--- config.mk ---
export PLATFORM = sky130hd
export DESIGN_NAME = rr_arb_8
export DESIGN_NICKNAME = d
export VERILOG_FILES = /design/src/rtl/rr_arb_8.sv
export SDC_FILE = /design/constraint.sdc
export NUM_CORES = 1
export LEC_CHECK = 0
export CAP_MARGIN = 20
export CORE_MARGIN = 2
export CORE_UTILIZATION = 64
export DETAILED_ROUTE_END_ITERATION = 7
export PLACE_DENSITY = 0.87
export SLEW_MARGIN = 20
export SYNTH_ARGS = -nofsm -noshare
export SYNTH_HDL_FRONTEND = slang
export SYNTH_SLANG_ARGS = --single-unit
--- constraint.sdc ---
create_clock -name clk -period 5.55 [get_ports clk]
set_clock_uncertainty 0.15 [all_clocks]
set_input_delay 0.555 -clock clk [delete_from_list [all_inputs] [get_ports clk]]
set_output_delay 0.555 -clock clk [all_outputs]
set_load 0.01 [all_outputs]
--- src/rtl/rr_arb_8.sv ---
// rtl/rr_arb_8.sv - eight-requester round-robin arbiter with registered owner index
//
// Shares one resource slot among eight requesters. The owner index is
// registered and the one-hot grant is a decode of that index gated by the
// valid flag. The owner keeps the grant while its request stays high.
// On release the grant passes directly to the next requester in round-robin
// order, with no idle cycle in between.
//
// Optional feature, enabled by defining RR_ARB_TIMEOUT_EN: a hold counter
// forces rotation after MAX_HOLD consecutive cycles, but only when another
// requester is waiting.
//
// Ports:
//   clk      in   1  clock, rising edge
//   rst_n    in   1  asynchronous active-low reset
//   en       in   1  arbiter enable; low drops any grant
//   req      in   8  request vector, bit i = requester i
//   gnt      out  8  one-hot grant, zero when gnt_vld is low
//   gnt_idx  out  3  registered index of the current owner
//   gnt_vld  out  1  grant active
module rr_arb_8 #(
  parameter int MAX_HOLD = 16
) (
  input  logic       clk,
  input  logic       rst_n,
  input  logic       en,
  input  logic [7:0] req,
  output logic [7:0] gnt,
  output logic [2:0] gnt_idx,
  output logic       gnt_vld
);

  typedef enum logic {IDLE, GRANT} state_t;

  state_t     state_q, state_d;
  logic [2:0] idx_q, idx_d;
  logic [2:0] ptr_q, ptr_d;
  logic [3:0] pick_idle;
  logic [3:0] pick_other;

  // Returns {found, index}. The search visits last+1 first and last itself
  // at the end, so the most recent owner always has the lowest priority.
  function automatic logic [3:0] rr_pick(input logic [7:0] r, input logic [2:0] last);
    logic [3:0] res;
    logic [2:0] cand;
    res = 4'b0;
    for (int k = 1; k <= 8; k++) begin
      cand = last + 3'(k);
      if (!res[3] && r[cand]) res = {1'b1, cand};
    end
    return res;
  endfunction

  assign pick_idle  = rr_pick(req, ptr_q);
  // The current owner is masked out. This one search therefore serves both
  // a release (req[o]=0 already) and a timeout rotation (o must be skipped).
  assign pick_other = rr_pick(req & ~(8'b1 << idx_q), idx_q);

`ifdef RR_ARB_TIMEOUT_EN
  localparam int CW = (MAX_HOLD > 2) ? $clog2(MAX_HOLD) : 1;
  localparam logic [CW-1:0] HOLD_LAST = CW'(MAX_HOLD - 1);
  logic [CW-1:0] cnt_q, cnt_d;
`else
  logic unused_max_hold;
  assign unused_max_hold = (MAX_HOLD < 2);
`endif

  always_comb begin
    state_d = state_q;
    idx_d   = idx_q;
    ptr_d   = ptr_q;
`ifdef RR_ARB_TIMEOUT_EN
    cnt_d   = cnt_q;
`endif
    case (state_q)
      IDLE: begin
`ifdef RR_ARB_TIMEOUT_EN
        cnt_d = '0;
`endif
        if (en && (req != 8'h00)) begin
          state_d = GRANT;
          idx_d   = pick_idle[2:0];
          ptr_d   = pick_idle[2:0];
        end
      end
      GRANT: begin
        if (!en) begin
          // Disable wins over release and timeout; index and pointer are kept.
          state_d = IDLE;
`ifdef RR_ARB_TIMEOUT_EN
          cnt_d   = '0;
`endif
        end else if (!req[idx_q]) begin
`ifdef RR_ARB_TIMEOUT_EN
          cnt_d = '0;
`endif
          if (pick_other[3]) begin
            idx_d = pick_other[2:0];
            ptr_d = pick_other[2:0];
          end else begin
            state_d = IDLE;
          end
        end else begin
`ifdef RR_ARB_TIMEOUT_EN
          if ((cnt_q == HOLD_LAST) && pick_other[3]) begin
            idx_d = pick_other[2:0];
            ptr_d = pick_other[2:0];
            cnt_d = '0;
          end else if (cnt_q != HOLD_LAST) begin
            // Saturate at the limit so a lone owner keeps the grant.
            cnt_d = cnt_q + 1'b1;
          end
`endif
        end
      end
      default: state_d = IDLE;
    endcase
  end

  always_ff @(posedge clk or negedge rst_n) begin
    if (!rst_n) begin
      state_q <= IDLE;
      idx_q   <= 3'd0;
      ptr_q   <= 3'd7;
`ifdef RR_ARB_TIMEOUT_EN
      cnt_q   <= '0;
`endif
    end else begin
      state_q <= state_d;
      idx_q   <= idx_d;
      ptr_q   <= ptr_d;
`ifdef RR_ARB_TIMEOUT_EN
      cnt_q   <= cnt_d;
`endif
    end
  end

  assign gnt_idx = idx_q;
  assign gnt_vld = (state_q == GRANT);
  assign gnt     = gnt_vld ? (8'b1 << idx_q) : 8'h00;

endmodule

---- Yosys cells after proc, flatten, opt, wreduce, memory -nomap -nowiden ----
Cells that the tools add are included.
word-level totals
  register bits after elaboration ......... 7
  input port bits ......................... 11
  output and inout bits ................... 12
  word-level logic and storage cells ...... 133
cells by class
  add/sub/neg operators ................... 14
  $lt $le $gt $ge ......................... 16
  eq/ne operators ......................... 4
  shift operators ......................... 1
  multiplexer cells ....................... 61
  bitwise gates (word level) .............. 3
  reduce and logical (&&, ||, !) cells .... 31
operators with widths
  operator                                                                       number
  3-bit by 4-bit less-than comparator with 1-bit output (second input constant)  16
  4-bit 2-to-1 mux                                                               15
  1-bit binary-select mux with 3-bit select                                      17
  3-bit adder (second input constant)                                            8
  1-bit 2-to-1 mux                                                               21
  1-bit logical AND                                                              15
  3-bit 2-to-1 mux                                                               5
  1-bit zero test                                                                14
  3-bit by 2-bit adder with 3-bit output (second input constant)                 4
  8-bit bitwise AND                                                              1
  8-bit 2-to-1 mux                                                               1
  8-bit inverter                                                                 1
  8-bit nonzero test                                                             1
  1-bit by 3-bit << shifter with 8-bit output (first input constant)             1
  3-bit by 1-bit adder with 3-bit output (second input constant)                 2
  2-bit != test (second input constant)                                          3
  3-bit case mux with 2 select lines                                             1
  4-bit AND reduction                                                            1
  2-bit by 1-bit != test with 1-bit output (second input constant)               1
  1-bit case mux with 2 select lines                                             1
  1-bit inverter                                                                 1

---- Logic depth before layout (Yosys ltp) ----
  depth in word-level cells ............... 31
  depth in mapped cells ................... 13
  depth with buffers taken out ............ 10

---- Least setup slack after synthesis ----
Ideal clock, no wire load.
  path kind ............................... reg2reg
  start point ............................. register ptr_q[0]
  end point ............................... register idx_q[2] (netlist: gnt_idx[2])
  library setup time ...................... 74 ps
  data arrival time ....................... 3,392 ps
  data required time ...................... 5,326 ps
  setup slack ............................. 1,934 ps
  stages on the path, launching flop included .. 14
  path buffers ............................ 3
  period minus slack after synthesis ...... 3,616 ps
  cell sequence ........................... dfstp_2 buf_4 buf_2 inv_1 ha_1 clkbuf_1 mux4_2 mux2i_1 a32o_1 o2111ai_2 o311ai_1 a21oi_1 or4_4 o21ai_2
between the ends
  longest elaborated chain between the ends .. 27
  elaborated cells on any way between the ends .. 47
  classes of those cells .................. 7 x add/sub; 26 x mux; 14 x reduce/logical
ends and longest elaborated chain
  item                                       RTL line  text
  from (decl)                                37        logic [2:0] ptr_q, ptr_d;
  from (signal assigned)                     131       ptr_q <= ptr_d;
  3-bit by 1-bit adder with 3-bit output     48        cand = last + 3'(k);
  1-bit binary-select mux with 3-bit select  49        if (!res[3] && r[cand]) res = {1'b1, cand};
  1-bit 2-to-1 mux (not written as such)     49
  4-bit 2-to-1 mux                           49
  1-bit zero test                            49
  1-bit logical AND                          49
  4-bit 2-to-1 mux                           49
  1-bit zero test                            49
  (+11 left out)                             -
  1-bit zero test                            49
  1-bit logical AND                          49
  4-bit 2-to-1 mux                           49
  1-bit zero test                            49
  1-bit logical AND                          49
  3-bit 2-to-1 mux *                         49
  3-bit 2-to-1 mux *                         80        if (en && (req != 8'h00)) begin
  3-bit case mux with 2 select lines *       75        case (state_q)
  to (signal assigned)                       130       idx_q <= idx_d;
  to (decl)                                  36        logic [2:0] idx_q, idx_d;
Every way passes the cells marked *; elsewhere a longest branch is shown, timed or not. The select of a mux whose other input is x is not followed.
A chain may end at the register's enable or synchronous reset.

---- Worst setup path after layout ----
  start point ............................. register idx_q[0] (netlist: gnt_idx[0])
  end point ............................... register idx_q[0] (netlist: gnt_idx[0])
between the ends
  longest elaborated chain between the ends .. 31
  elaborated cells on any way between the ends .. 57
  classes of those cells .................. 7 x add/sub; 2 x eq/ne; 1 x shift; 30 x mux; 2 x bitwise; 15 x reduce/logical
ends and longest elaborated chain
  item
  parallel branches: the longest is 31 deep, another holds 3-bit by 1-bit adder with 3-bit output
Parallel ways; which one is timed is not known. The select of a mux whose other input is x is not followed.

==> results.py <==
metrics = {
    "final_layout": {
        "syn2layout_area_growth_pct": 4.61,
        "finalNetCount": 307,
        "multi_input_area_sq_mm": 0.00209,
        "seq_area_sq_um": 179,
        "drive_gt1_frac": 0.178,
        "fin_util": 0.710,
        "fillers": 303,
        "antennaDiodeCount": 0,
    },
    "synth": {
        "avgSynthCellArea_sq_um": 8.82,
        "synth_seq_cells": 7,
        "synth-edff-count": 0,
        "synth_cells": 286,
        "async_reset_ff_frac": 1.00,
        "synthDistinctLibCells": 81,
        "synth.area.top_cells": "mux4_2 16%, mux2i_1 6.3%, ha_1 4.5%, dfrtp_1 4.0%, nand2_1 3.6%",
        "synth_top_area_cell": "mux4_2",
        "synth_warnings": 0,
        "yosys.area.top_type_share": 0.161,
        "syn_area_sq_mm": 0.00252,
        "synth_top_flop_cell": "dfrtp_1",
        "synthesis.nets": 306,
        "seq_area_frac_synth": 0.0709,
    },
    "cts": {
        "clock_sinks": 7,
        "ctsHtreeMaxLevel": 1,
        "clockRootBuffer": "clkbuf_8",
        "cts_max_path_buffers": 2,
        "numCtsBuffers": 3,
        "cts_tree": "done",
        "cts_hold_buf": 0,
        "insertion_delay_ps": 230,
        "post-cts-setup-buffer-count": 0,
        "clk_pin_slew_worst_paths_ps": 40,
        "ctsResizeCount": 0,
    },
    "critical_path": {
        "cp.required_ps": 5550,
        "worstSetupPathType": "reg2reg",
        "worstSetupStartpoint": "gnt_idx[0]$_DFFE_PN0P_",
        "endpoint_kind": "flop",
        "max_stage_delay_ps": 950,
        "path_cells": "inv_1 -> ha_1 -> xor2_2 -> mux4_2 -> nor2_4 -> o211ai_4 -> o31ai_4 -> and2_4 -> a311o_1 -> a21boi_1",
        "regToRegStartpoint": "gnt_idx[0]$_DFFE_PN0P_",
        "slowest_stage": "dfrtp_1",
        "path_buf_inv": 1,
        "worst_ep_arrival_time_ps": 4000,
        "startpoint_type": "flop",
        "cp_top_family": "flip-flops",
        "crit_fanout": 27,
    },
    "global_routing": {
        "grt_max_degree": 28,
        "grt_antenna_before_repair": 0,
        "grt_overflow_total": 0,
        "grt_pass1_wl_mm": 11.0,
        "grt_pass1_vias": 2194,
        "track_usage": 0.323,
    },
    "detailed_routing": {
        "routed_wl_mm": 6.78,
        "wire_per_inst_um": 20.3,
        "first_pass_iters": 5,
        "drtIter0Drc": 327,
        "vias": 2430,
        "avgViaCountPerCell": 7.28,
        "ant_nets": 0,
        "remaining_drc_errors": 0,
    },
    "floorplan": {
        "core_area_sq_mm": 0.00372,
        "ios": 23,
        "start_util": 0.679,
        "row_count": 22,
        "die-width_um": 66.8,
        "die-area_sq_mm": 0.00446,
        "die_height_um": 66.8,
    },
    "sta": {
        "maxSlewViolCount": 0,
        "period_minus_slack_ps": 4000,
        "finalHoldViolCount": 0,
        "relSlewSlack": 0.375,
        "fin_crit_sh": 0.721,
        "finalSetupViolations": 0,
        "rsz0062_at_grt": "no",
        "worst_pin_slew_ps": 937,
        "tns_ps": 0,
        "timing.fmax_mhz": 250,
    },
    "run": {
        "cap_violations": 0,
    },
    "placed_design": {
        "port_buffers": 22,
        "routabilityCongestion": 0.932,
        "hpwl_mm": 4.99,
    },
    "outcome": {
        "outcome": "finished, final reports clean",
    },
    "min_path": {
        "hold_path.class": "in2async",
    },
}
[layout by cell type, fill, tap and decap left out, types with 3 or more instances in the layout]
cell,count
a211oi_1,7
a21oi_1,10
a221oi_1,4
a31oi_1,3
and2_1,3
and3_1,8
clkbuf_8,3
clkdlybuf4s50_1,22
dfrtp_1,4
dfstp_2,3
ha_1,9
inv_1,11
mux2_2,5
mux2i_1,16
mux2i_4,3
mux4_2,18
nand2_1,24
nand2b_1,3
nand3_1,6
nand3b_1,3
nor2_1,14
nor2b_1,7
nor3_1,4
o211ai_1,10
o21a_1,5
o21ai_0,10
o21ai_1,4
o221ai_1,4
o22ai_1,7
[cells by family after synthesis]
kind of cell	synth area share
DFF	0.0709
buffers and inverters	0.101
adders and majority gates	0.0446
xor gates and xnor gates	0.0169
muxes	0.288
AOI/OAI and AO/OA	0.284
and+or+nand+nor	0.194
[sequential cells by signal, summed over array words and instances (netlist names)]
signal / count
gnt_idx: 3
ptr_q: 3
gnt_vld: 1
[final cells by class]
| class | count | share of cell area |
|---|---|---|
| sequential | 7 | 0.0678 |
| timing repair buffer | 22 | 0.0835 |
| tap | 48 | 0.0228 |
| clock buffer | 4 | 0.0171 |
| multi-input combinational | 241 | 0.791 |
| inverter | 12 | 0.0175 |
[layer usage]
metal | share of wire | up-vias | global-route usage | wire length, um
li1 | - | 1128 | - | -
met5 | 0 | - | 0 | 0
met1 | 0.44 | 1167 | 0.471 | 3000
met3 | 0.089 | 4 | 0.0608 | 600
met2 | 0.46 | 131 | 0.516 | 3150
met4 | 0.0041 | 0 | 0.0281 | 28
[Yosys cell counts, drive strengths merged, types with 4 or more instances]
master	count
clkbuf	13
o21ai	15
a21oi	10
o22ai	7
nand2	26
nand3	6
and2	4
mux2i	19
o211ai	11
nor2b	7
a221oi	4
buf	13
a211oi	7
mux4	19
o221ai	4
o21a	5
inv	11
ha	9
nor2	15
dfrtp	4
nor3	4
and3	9
mux2	6
[worst paths after layout]
check / endpoint / slack (ps) / depth (start not counted)
max in group asynchronous: ptr_q[0]$_DFFE_PN1P_ / 4530 / 1
min in group clk: ptr_q[2]$_DFFE_PN1P_ / 500 / 2
max reg2reg: gnt_idx[0]$_DFFE_PN0P_ / 1550 / 10
min: gnt_idx[0]$_DFFE_PN0P_ / 430 / 1
max: gnt_idx[0]$_DFFE_PN0P_ / 1550 / 10
min reg2reg: ptr_q[2]$_DFFE_PN1P_ / 500 / 2
[stage by stage]
step           hold WS (ps)  area (sq um)  instances  worst slack (ps)
3_5_place_dp            472          2590        330              1590
6_report                432          2640        334              1550
5_1_grt                 452          2640        334              1250
4_1_cts                 437          2640        334              1560
3_3_place_gp            470          2590        330              1680
2_1_floorplan           109          2520        286              1930
Power is left out: the tool's default activity adds up to more than one toggle a clock period on the data nets, which glitch-free logic cannot reach.
